<file path="config.mk">
export PLATFORM = sky130hd
export DESIGN_NAME = data_frame_tx
export DESIGN_NICKNAME = d
export VERILOG_FILES = /design/src/rtl/qpsk_frame_pkg.sv /design/src/rtl/frame_checksum.sv /design/src/rtl/data_frame_tx.sv
export SDC_FILE = /design/constraint.sdc
export NUM_CORES = 1
export LEC_CHECK = 0
export BUFFER_PORTS_ARGS = -buffer_cell sky130_fd_sc_hd__buf_2
export CORE_MARGIN = 2
export CORE_UTILIZATION = 59
export DETAILED_ROUTE_END_ITERATION = 6
export GPL_TIMING_DRIVEN = 0
export PLACE_DENSITY = 0.81
export SYNTH_ARGS = -nofsm -noshare
export SYNTH_HDL_FRONTEND = slang
export SYNTH_HIERARCHICAL = 1
export SYNTH_SLANG_ARGS = --single-unit
</file>
<file path="constraint.sdc">
create_clock -name clk -period 2 [get_ports clk]
set_clock_uncertainty 0.05 [all_clocks]
set_input_delay 0.4 -clock clk [delete_from_list [all_inputs] [get_ports clk]]
set_output_delay 0.4 -clock clk [all_outputs]
set_load 0.02 [all_outputs]
</file>
<file path="src/rtl/qpsk_frame_pkg.sv">
// -----------------------------------------------------------------------------
// qpsk_frame_pkg -- constants and state encoding shared by the frame
// transmitter (data_frame_tx) and the matching receiver.
// Optional feature macro: DATA_FRAME_TX_PREAMBLE_EN (adds the PRE state).
// -----------------------------------------------------------------------------
`timescale 1ns/1ps
package qpsk_frame_pkg;

    // Frame geometry: header byte, three payload bytes, checksum byte.
    localparam int FRAME_W   = 40;
    localparam int PAYLOAD_W = 24;
    localparam int BYTE_W    = 8;
    localparam int CNT_W     = 6;

    // Default frame header and the alternating preamble pattern.
    localparam logic [BYTE_W-1:0] HEADER_DEFAULT = 8'b1100_1100;
    localparam logic [BYTE_W-1:0] PREAMBLE       = 8'b1010_1010;

    // Counter value on the strobe that launches the last bit of a phase.
    localparam logic [CNT_W-1:0] FRAME_LAST_CNT = 6'd39;
    localparam logic [CNT_W-1:0] PRE_LAST_CNT   = 6'd7;

    // Transmitter state encoding. PRE exists only in the preamble build.
    typedef enum logic [1:0] {
        ST_IDLE = 2'd0,
`ifdef DATA_FRAME_TX_PREAMBLE_EN
        ST_PRE  = 2'd3,
`endif
        ST_SEND = 2'd1,
        ST_TAIL = 2'd2
    } tx_state_e;

    // Preamble bit for a 0-based launch index, MSB of PREAMBLE first.
    function automatic logic preamble_bit(input logic [2:0] idx);
        return PREAMBLE[3'd7 - idx];
    endfunction

endpackage : qpsk_frame_pkg

</file>
<file path="src/rtl/frame_checksum.sv">
// -----------------------------------------------------------------------------
// frame_checksum -- combinational mod-256 sum of four bytes. Used by the
// transmitter to build the trailing checksum and by the receiver to verify it.
// -----------------------------------------------------------------------------
`timescale 1ns/1ps
module frame_checksum
    import qpsk_frame_pkg::*;
(
    input  logic [BYTE_W-1:0] a_i,
    input  logic [BYTE_W-1:0] b_i,
    input  logic [BYTE_W-1:0] c_i,
    input  logic [BYTE_W-1:0] d_i,
    output logic [BYTE_W-1:0] sum_o
);

    // Carries out of bit 7 are dropped: 8-bit result gives the mod-256 wrap.
    // NOTE: sum_o is assigned unconditionally on every path, so no latch can be inferred.
    always_comb begin
        sum_o = a_i + b_i + c_i + d_i;
    end

endmodule : frame_checksum

</file>
<file path="src/rtl/data_frame_tx.sv">
// -----------------------------------------------------------------------------
// data_frame_tx -- serialises a 24-bit payload into a 40-bit frame
// {HEADER, payload[23:16], payload[15:8], payload[7:0], SUM}, MSB first,
// one bit per bit_en strobe. A single-entry handshake (data_valid_i /
// data_ready_o) accepts a payload only while idle.
// Optional feature macro: DATA_FRAME_TX_PREAMBLE_EN -- when defined, eight
// preamble bits 1010_1010 (ser_valid_o=0) precede the frame.
// -----------------------------------------------------------------------------
`timescale 1ns/1ps
module data_frame_tx
    import qpsk_frame_pkg::*;
#(
    parameter logic [BYTE_W-1:0] HEADER = HEADER_DEFAULT
) (
    input  logic                 clk,
    input  logic                 rst_n,
    input  logic                 bit_en,
    input  logic [PAYLOAD_W-1:0] data_i,
    input  logic                 data_valid_i,
    output logic                 data_ready_o,
    output logic                 ser_o,
    output logic                 ser_valid_o,
    output logic                 busy_o,
    output logic                 frame_done_o
);

    tx_state_e          state_q;
    logic [CNT_W-1:0]   bit_cnt_q;
    logic [FRAME_W-1:0] shift_q;
    logic               ser_q;
    logic               ser_valid_q;
    logic               done_q;

    logic [BYTE_W-1:0]  sum_d;
    logic [FRAME_W-1:0] frame_d;
    logic               accept;

    // Checksum over header and the three payload bytes as currently offered.
    frame_checksum u_checksum (
        .a_i   (HEADER),
        .b_i   (data_i[23:16]),
        .c_i   (data_i[15:8]),
        .d_i   (data_i[7:0]),
        .sum_o (sum_d)
    );

    // Frame image loaded into the shift register on acceptance.
    always_comb begin
        frame_d = {HEADER, data_i, sum_d};
    end

    // Handshake decode; ready is a pure decode of the state register.
    always_comb begin
        data_ready_o = (state_q == ST_IDLE);
        busy_o       = (state_q != ST_IDLE);
        accept       = data_valid_i && data_ready_o;
    end

    // Frame sequencer: acceptance, optional preamble, 40 frame bits, tail.
    // NOTE: all state here is updated with <= so every register samples pre-edge values.
    always_ff @(posedge clk or negedge rst_n) begin
        if (!rst_n) begin
            state_q     <= ST_IDLE;
            bit_cnt_q   <= '0;
            // NOTE: the shift register is cleared too, so a frame aborted by reset leaves no stale bits behind.
            shift_q     <= '0;
            ser_q       <= 1'b0;
            ser_valid_q <= 1'b0;
            done_q      <= 1'b0;
        end else begin
            done_q <= 1'b0;
            case (state_q)
                ST_IDLE: begin
                    ser_q       <= 1'b0;
                    ser_valid_q <= 1'b0;
                    // A strobe coinciding with acceptance is deliberately ignored.
                    if (accept) begin
                        shift_q   <= frame_d;
                        bit_cnt_q <= '0;
`ifdef DATA_FRAME_TX_PREAMBLE_EN
                        state_q   <= ST_PRE;
`else
                        state_q   <= ST_SEND;
`endif
                    end
                end
`ifdef DATA_FRAME_TX_PREAMBLE_EN
                ST_PRE: begin
                    if (bit_en) begin
                        ser_q       <= preamble_bit(bit_cnt_q[2:0]);
                        ser_valid_q <= 1'b0;
                        if (bit_cnt_q == PRE_LAST_CNT) begin
                            bit_cnt_q <= '0;
                            state_q   <= ST_SEND;
                        end else begin
                            bit_cnt_q <= bit_cnt_q + 6'd1;
                        end
                    end
                end
`endif
                ST_SEND: begin
                    if (bit_en) begin
                        ser_q       <= shift_q[FRAME_W-1];
                        ser_valid_q <= 1'b1;
                        shift_q     <= {shift_q[FRAME_W-2:0], 1'b0};
                        if (bit_cnt_q == FRAME_LAST_CNT) begin
                            bit_cnt_q <= '0;
                            state_q   <= ST_TAIL;
                        end else begin
                            bit_cnt_q <= bit_cnt_q + 6'd1;
                        end
                    end
                end
                ST_TAIL: begin
                    // Bit 0 stays on ser_o until the closing strobe.
                    if (bit_en) begin
                        ser_q       <= 1'b0;
                        ser_valid_q <= 1'b0;
                        done_q      <= 1'b1;
                        state_q     <= ST_IDLE;
                    end
                end
                default: begin
                    state_q <= ST_IDLE;
                end
            endcase
        end
    end

    // Serial outputs come straight from registers.
    always_comb begin
        ser_o        = ser_q;
        ser_valid_o  = ser_valid_q;
        frame_done_o = done_q;
    end

endmodule : data_frame_tx

</file>
After elaboration in Yosys (flattened, before gate mapping)

Cells that the tools add are included.

Add/subtract/negate cells: 4
Eq/ne operators: 7
Mux-type cells: 19
Reductions and logical operators: 8

Operator list:

| cell                | count |
|---|---|
| $mux 40             | 2 |
| $pmux 40 s2         | 1 |
| $mux 6              | 3 |
| $add 8x8->8         | 2 |
| $pmux 6 s2          | 1 |
| $add 8x8->8 const A | 1 |
| $mux 2              | 4 |
| $add 6x1->6 const B | 1 |
| $eq 6x6->1 const B  | 1 |
| $ne 2x2->1 const B  | 3 |
| $pmux 1 s3          | 2 |
| $pmux 2 s3          | 1 |
| $reduce_and 3->1    | 2 |
| $mux 1              | 5 |
| $reduce_and 4->1    | 1 |
| $reduce_bool 2->1   | 2 |
| $reduce_bool 3->1   | 1 |
| $eq 2x1->1 const B  | 1 |
| $eq 2x2->1 const B  | 1 |
| $logic_not 2->1     | 1 |
| $ne 2x1->1 const B  | 1 |
| $logic_and 1x1->1   | 1 |

Bits in registers: 51
Input port bits: 28
Output and inout port bits: 5
Logic and storage cells: 44

Depth between registers and ports, before layout

Depth in word-level cells: 5
Depth in mapped cells: 14
Mapped depth without buffers: 14

Hierarchy

Netlist, hierarchy kept.

Modules (own cells, without submodules):

| module         | instances | cells an instance | area an instance (um^2) | sequential area each (um^2) |
|---|---|---|---|---|
| data_frame_tx  | 1         | 233               | 2313.5                  | 1276.2 |
| frame_checksum | 1         | 80                | 676.9                   | 0.0 |

Worst setup path before layout

No wires, ideal clock.

Path type: input to register
Start: input data_i[17]
End: register shift_q[7]
Library setup time: 133 ps
Arrival time: 2773 ps
Data required time: 1817 ps
Path slack: -957 ps
Stages on the path: 14
Buffers on the path: 0
Path through: inv_1 > fa_1 > inv_1 > fa_1 > ha_1 > inv_1 > fa_1 > nor2b_4 > nor3_2 > o21bai_1 > a21oi_1 > xnor2_1 > mux2i_1 > o21ai_0

Cells in the longest elaborated chain, start to end: 5

RTL lines:

| what                     | line                 | RTL |
|---|---|---|
| start, declared          | data_frame_tx.sv:18  | `input logic [PAYLOAD_W-1:0] data_i,` |
| $add 8x8->8 (3 in a row) | frame_checksum.sv:19 | `sum_o = a_i + b_i + c_i + d_i;` |
| named net sum_d[7]       | data_frame_tx.sv:34  | `logic [BYTE_W-1:0] sum_d;` |
| $mux 40                  | data_frame_tx.sv:77  | `if (accept) begin` |
| $pmux 40 s2              | data_frame_tx.sv:72  | `case (state_q)` |
| end signal, assigned     | data_frame_tx.sv:78  | `shift_q <= frame_d;` |
| end signal, assigned     | data_frame_tx.sv:105 | `shift_q <= {shift_q[FRAME_W-2:0], 1'b0};` |
| end, declared            | data_frame_tx.sv:29  | `logic [FRAME_W-1:0] shift_q;` |

The timed path passes the listed nets, and every way through them passes these cells. The select of a mux whose other input is x is not followed.
A chain may end at the register's enable or synchronous reset.

Worst setup path after layout

Ends and elaborated chain as after synthesis.

==> results.py <==
metrics = {
    "status": {
        "failed_checks": "setup timing",
        "status": "complete, but fails checks",
    },
    "floorplanning": {
        "die_y_um": 75.2,
        "start_util_pct": 62.1,
        "rows": 25,
        "io_pins": 33,
        "die_w_um": 75.2,
        "die_area_sq_um": 5650,
        "core_sq_um": 4820,
    },
    "logic_synthesis": {
        "yosysSeqAreaShare_pct": 42.7,
        "synth_cells": 313,
        "syn-cell-area_sq_um": 2990,
        "syn_avg_cell_area_sq_um": 9.55,
        "ys_ff_latch": 51,
        "synth_warnings": 6,
        "ys_types": 35,
    },
    "global_route": {
        "antenna_found_initial": 0,
        "grt_busiest_layer": "met2",
        "grt.overflow.total": 0,
        "grt_first_pass_wirelength_mm": 10.0,
        "met1_usage_pct": 32.5,
        "grt_max_degree": 52,
        "met3_usage_pct": 3.88,
        "grt.total_usage_pct": 23.6,
        "met2_usage_pct": 38.9,
        "first_global_vias": 2206,
    },
    "worst_setup_path": {
        "path_buf_inv": 4,
        "critPathLaunchType": "input port",
        "crit_family": "adder cells",
        "reg2reg_depth": 5,
        "crit_type": "input port to flop",
        "crit_required_ns": 2.18,
        "regToRegSetupSlack_ns": 0.26,
        "slowest_delay_ns": 0.50,
        "regToRegStartpoint": "state_q[0]",
        "rr_endpoint": "shift_q[18]",
        "end_kind": "flop",
        "slowest_stage": "fa_1",
        "crit_chain": "buf_8 > inv_8 > fa_1 > inv_2 > fa_1 > ha_2 > inv_2 > fa_2 > nor2b_4 > nor3_2 > o21bai_1 > a21oi_2 > xnor2_1 > mux2i_1 > o21ai_1",
        "worst-path-max-fanout": 2,
        "cp.arrival_ns": 3.07,
    },
    "pwr": {
        "cellLeakagePower_uw": 0.00159,
        "ir_drop_mv": 0.481,
        "p_per_area_nw_per_um2": 861,
    },
    "timing": {
        "maxSlewViolCount": 0,
        "final_hold_viol_count": 0,
        "fin_crit_sh_pct": 145,
        "min_period_ns": 2.89,
        "fmax_mhz": 346,
        "rsz0062_at_grt": "true",
        "setup_viol": 6,
        "relSlewSlack_pct": 24.7,
        "finalWorstSetupSlack_ns": -0.894,
        "finalSetupTns_ns": -3.81,
        "tightest_slew_ns": 1.13,
    },
    "finish": {
        "fin_nets": 412,
        "diodes": 0,
        "finalNonFillerCells": 430,
        "final_layout_size_suffix_gt1_share_pct": 17.1,
        "stdcell_area_sq_um": 3400,
        "area_delta_synth_final_pct": 13.8,
    },
    "clocking": {
        "clk_path_buf_depth": 2,
        "root_buffer": "clkbuf_8",
        "cts.sinks": 51,
        "cts_tree": "built",
        "path_clk_slew_ns": 0.10,
        "cts_max_level": 2,
        "insertion_delay_ns": 0.31,
        "cts_buffers": 5,
    },
    "place": {
        "routabilityCongestion": 0.782,
        "pre_cts_slack_ns": -1.25,
        "placed_cells": 418,
        "dp_hpwl_mm": 4.55,
        "io_buffers": 32,
        "place_area_sq_um": 3270,
    },
    "hold_path": {
        "hp-class": "input port to async pin",
    },
    "route": {
        "wire_per_inst_um": 14.4,
        "final_antenna_net_count": 0,
        "wl_mm": 6.20,
        "first_iter_violations": 140,
        "num_vias": 2312,
        "drc": 0,
        "drt_pass1_iterations": 4,
        "vias_per_cell": 5.38,
    },
    "flow_run": {
        "maxCapViolations": 0,
    },
}
how the worst max path moves through the flow:
stage                     from          to  slack (ns)  depth (start not counted)
finish              data_i[17]  shift_q[7]       -0.89                         15
floorplan           data_i[17]  shift_q[7]       -0.88                         14
detailed placement  data_i[17]  shift_q[7]       -1.25                         15
CTS                 data_i[17]  shift_q[7]       -0.87                         15
global route        data_i[17]  shift_q[7]       -0.93                         15
global placement    data_i[17]  shift_q[7]       -1.25                         15
cell usage in the layout (no fill, tap or decap), types with 2 or more instances in the layout:
cell type	n
clkinv_4	2
ha_1	7
o21ai_1	2
conb_1	8
inv_2	3
inv_1	37
buf_4	7
nor2_1	12
dfrtp_1	51
clkbuf_8	5
nand2b_1	2
buf_2	34
mux2i_1	31
nand3_1	3
fa_1	13
and3_1	2
nand4_1	2
a32o_1	2
a21oi_2	3
o21bai_1	2
xnor2_1	8
clkbuf_1	9
o21ai_0	50
a21o_1	2
nand2_1	48
registers in the layout (all words and copies together), names as in the netlist:
name	cells
shift_q	40
bit_cnt_q	6
state_q	2
frame_done_o	1
ser_o	1
ser_valid_o	1
logic make-up after synthesis:
logic type | synth area share (%)
and+or+nand+nor | 11.3
AOI/OAI and AO/OA | 12.3
buffers and inverters | 7.78
DFF | 42.7
muxes | 10.4
adders and majority gates | 12.7
xor gates and xnor gates | 2.64
other | 0.251
power by group:
group	internal (uW)	total (uW)	switching (uW)
Sequential	1270	1430	155
Combinational	412	894	482
Clock	252	610	358
synthesized netlist by cell type (all sizes together):
library cell   n  area share [%]
nand3          3            0.50
a21o           2            0.50
nand4          2            0.42
o32ai          1            0.29
conb           2            0.25
dfrtp         51              43
xnor2          8             2.3
nor3           1            0.33
a31oi          1            0.21
a32o           2            0.67
nand2b         2            0.42
and3           2            0.42
mux2i         31              10
fa            14             9.4
nor2          12             1.5
nor2b          2            0.67
or2b           1            0.25
ha             8             3.3
a21oi          4            0.92
or2            1            0.21
o21ai         52             8.7
o22ai          1            0.21
or4            1            0.25
clkbuf         8             1.0
nand3b         1            0.25
o21bai         2            0.50
buf            7             1.6
a22o           1            0.29
nand2         48             6.0
xor2           1            0.29
inv           41             5.1
metrics by stage:
step	utilization [%]	power, uW	hold WS, ns
floorplan	-	2040	0.0544
global placement	67.9	2230	0.410
detailed placement	67.9	2280	0.422
CTS	70.1	2900	0.295
global route	70.6	3120	0.321
finish	70.6	2930	0.250
layer usage:
layer  up-vias  wire [um]
met2        68       2990
met3        12        270
met5         -          0
li1       1105          -
met4         0        126
met1      1127       2810
area by class of cell:
| type | instances | area (sq um) |
|---|---|---|
| sequential | 51 | 1280 |
| tap | 67 | 83.8 |
| multi-input combinational | 212 | 1510 |
| timing repair buffer | 36 | 200 |
| inverter | 41 | 161 |
| buffer | 15 | 78.8 |
| fill | 388 | 1410 |
| clock buffer | 6 | 72.6 |
| clock inverter | 2 | 17.5 |
timing repair:
action / CTS / global route
setup buffers: 1 / 3
endpoints found under the setup margin: 7 / 6
resized for setup: 5 / 2
pin swaps: 8 / 9
hold buffers: 0 / 0
(Power assumes the default switching activity.)
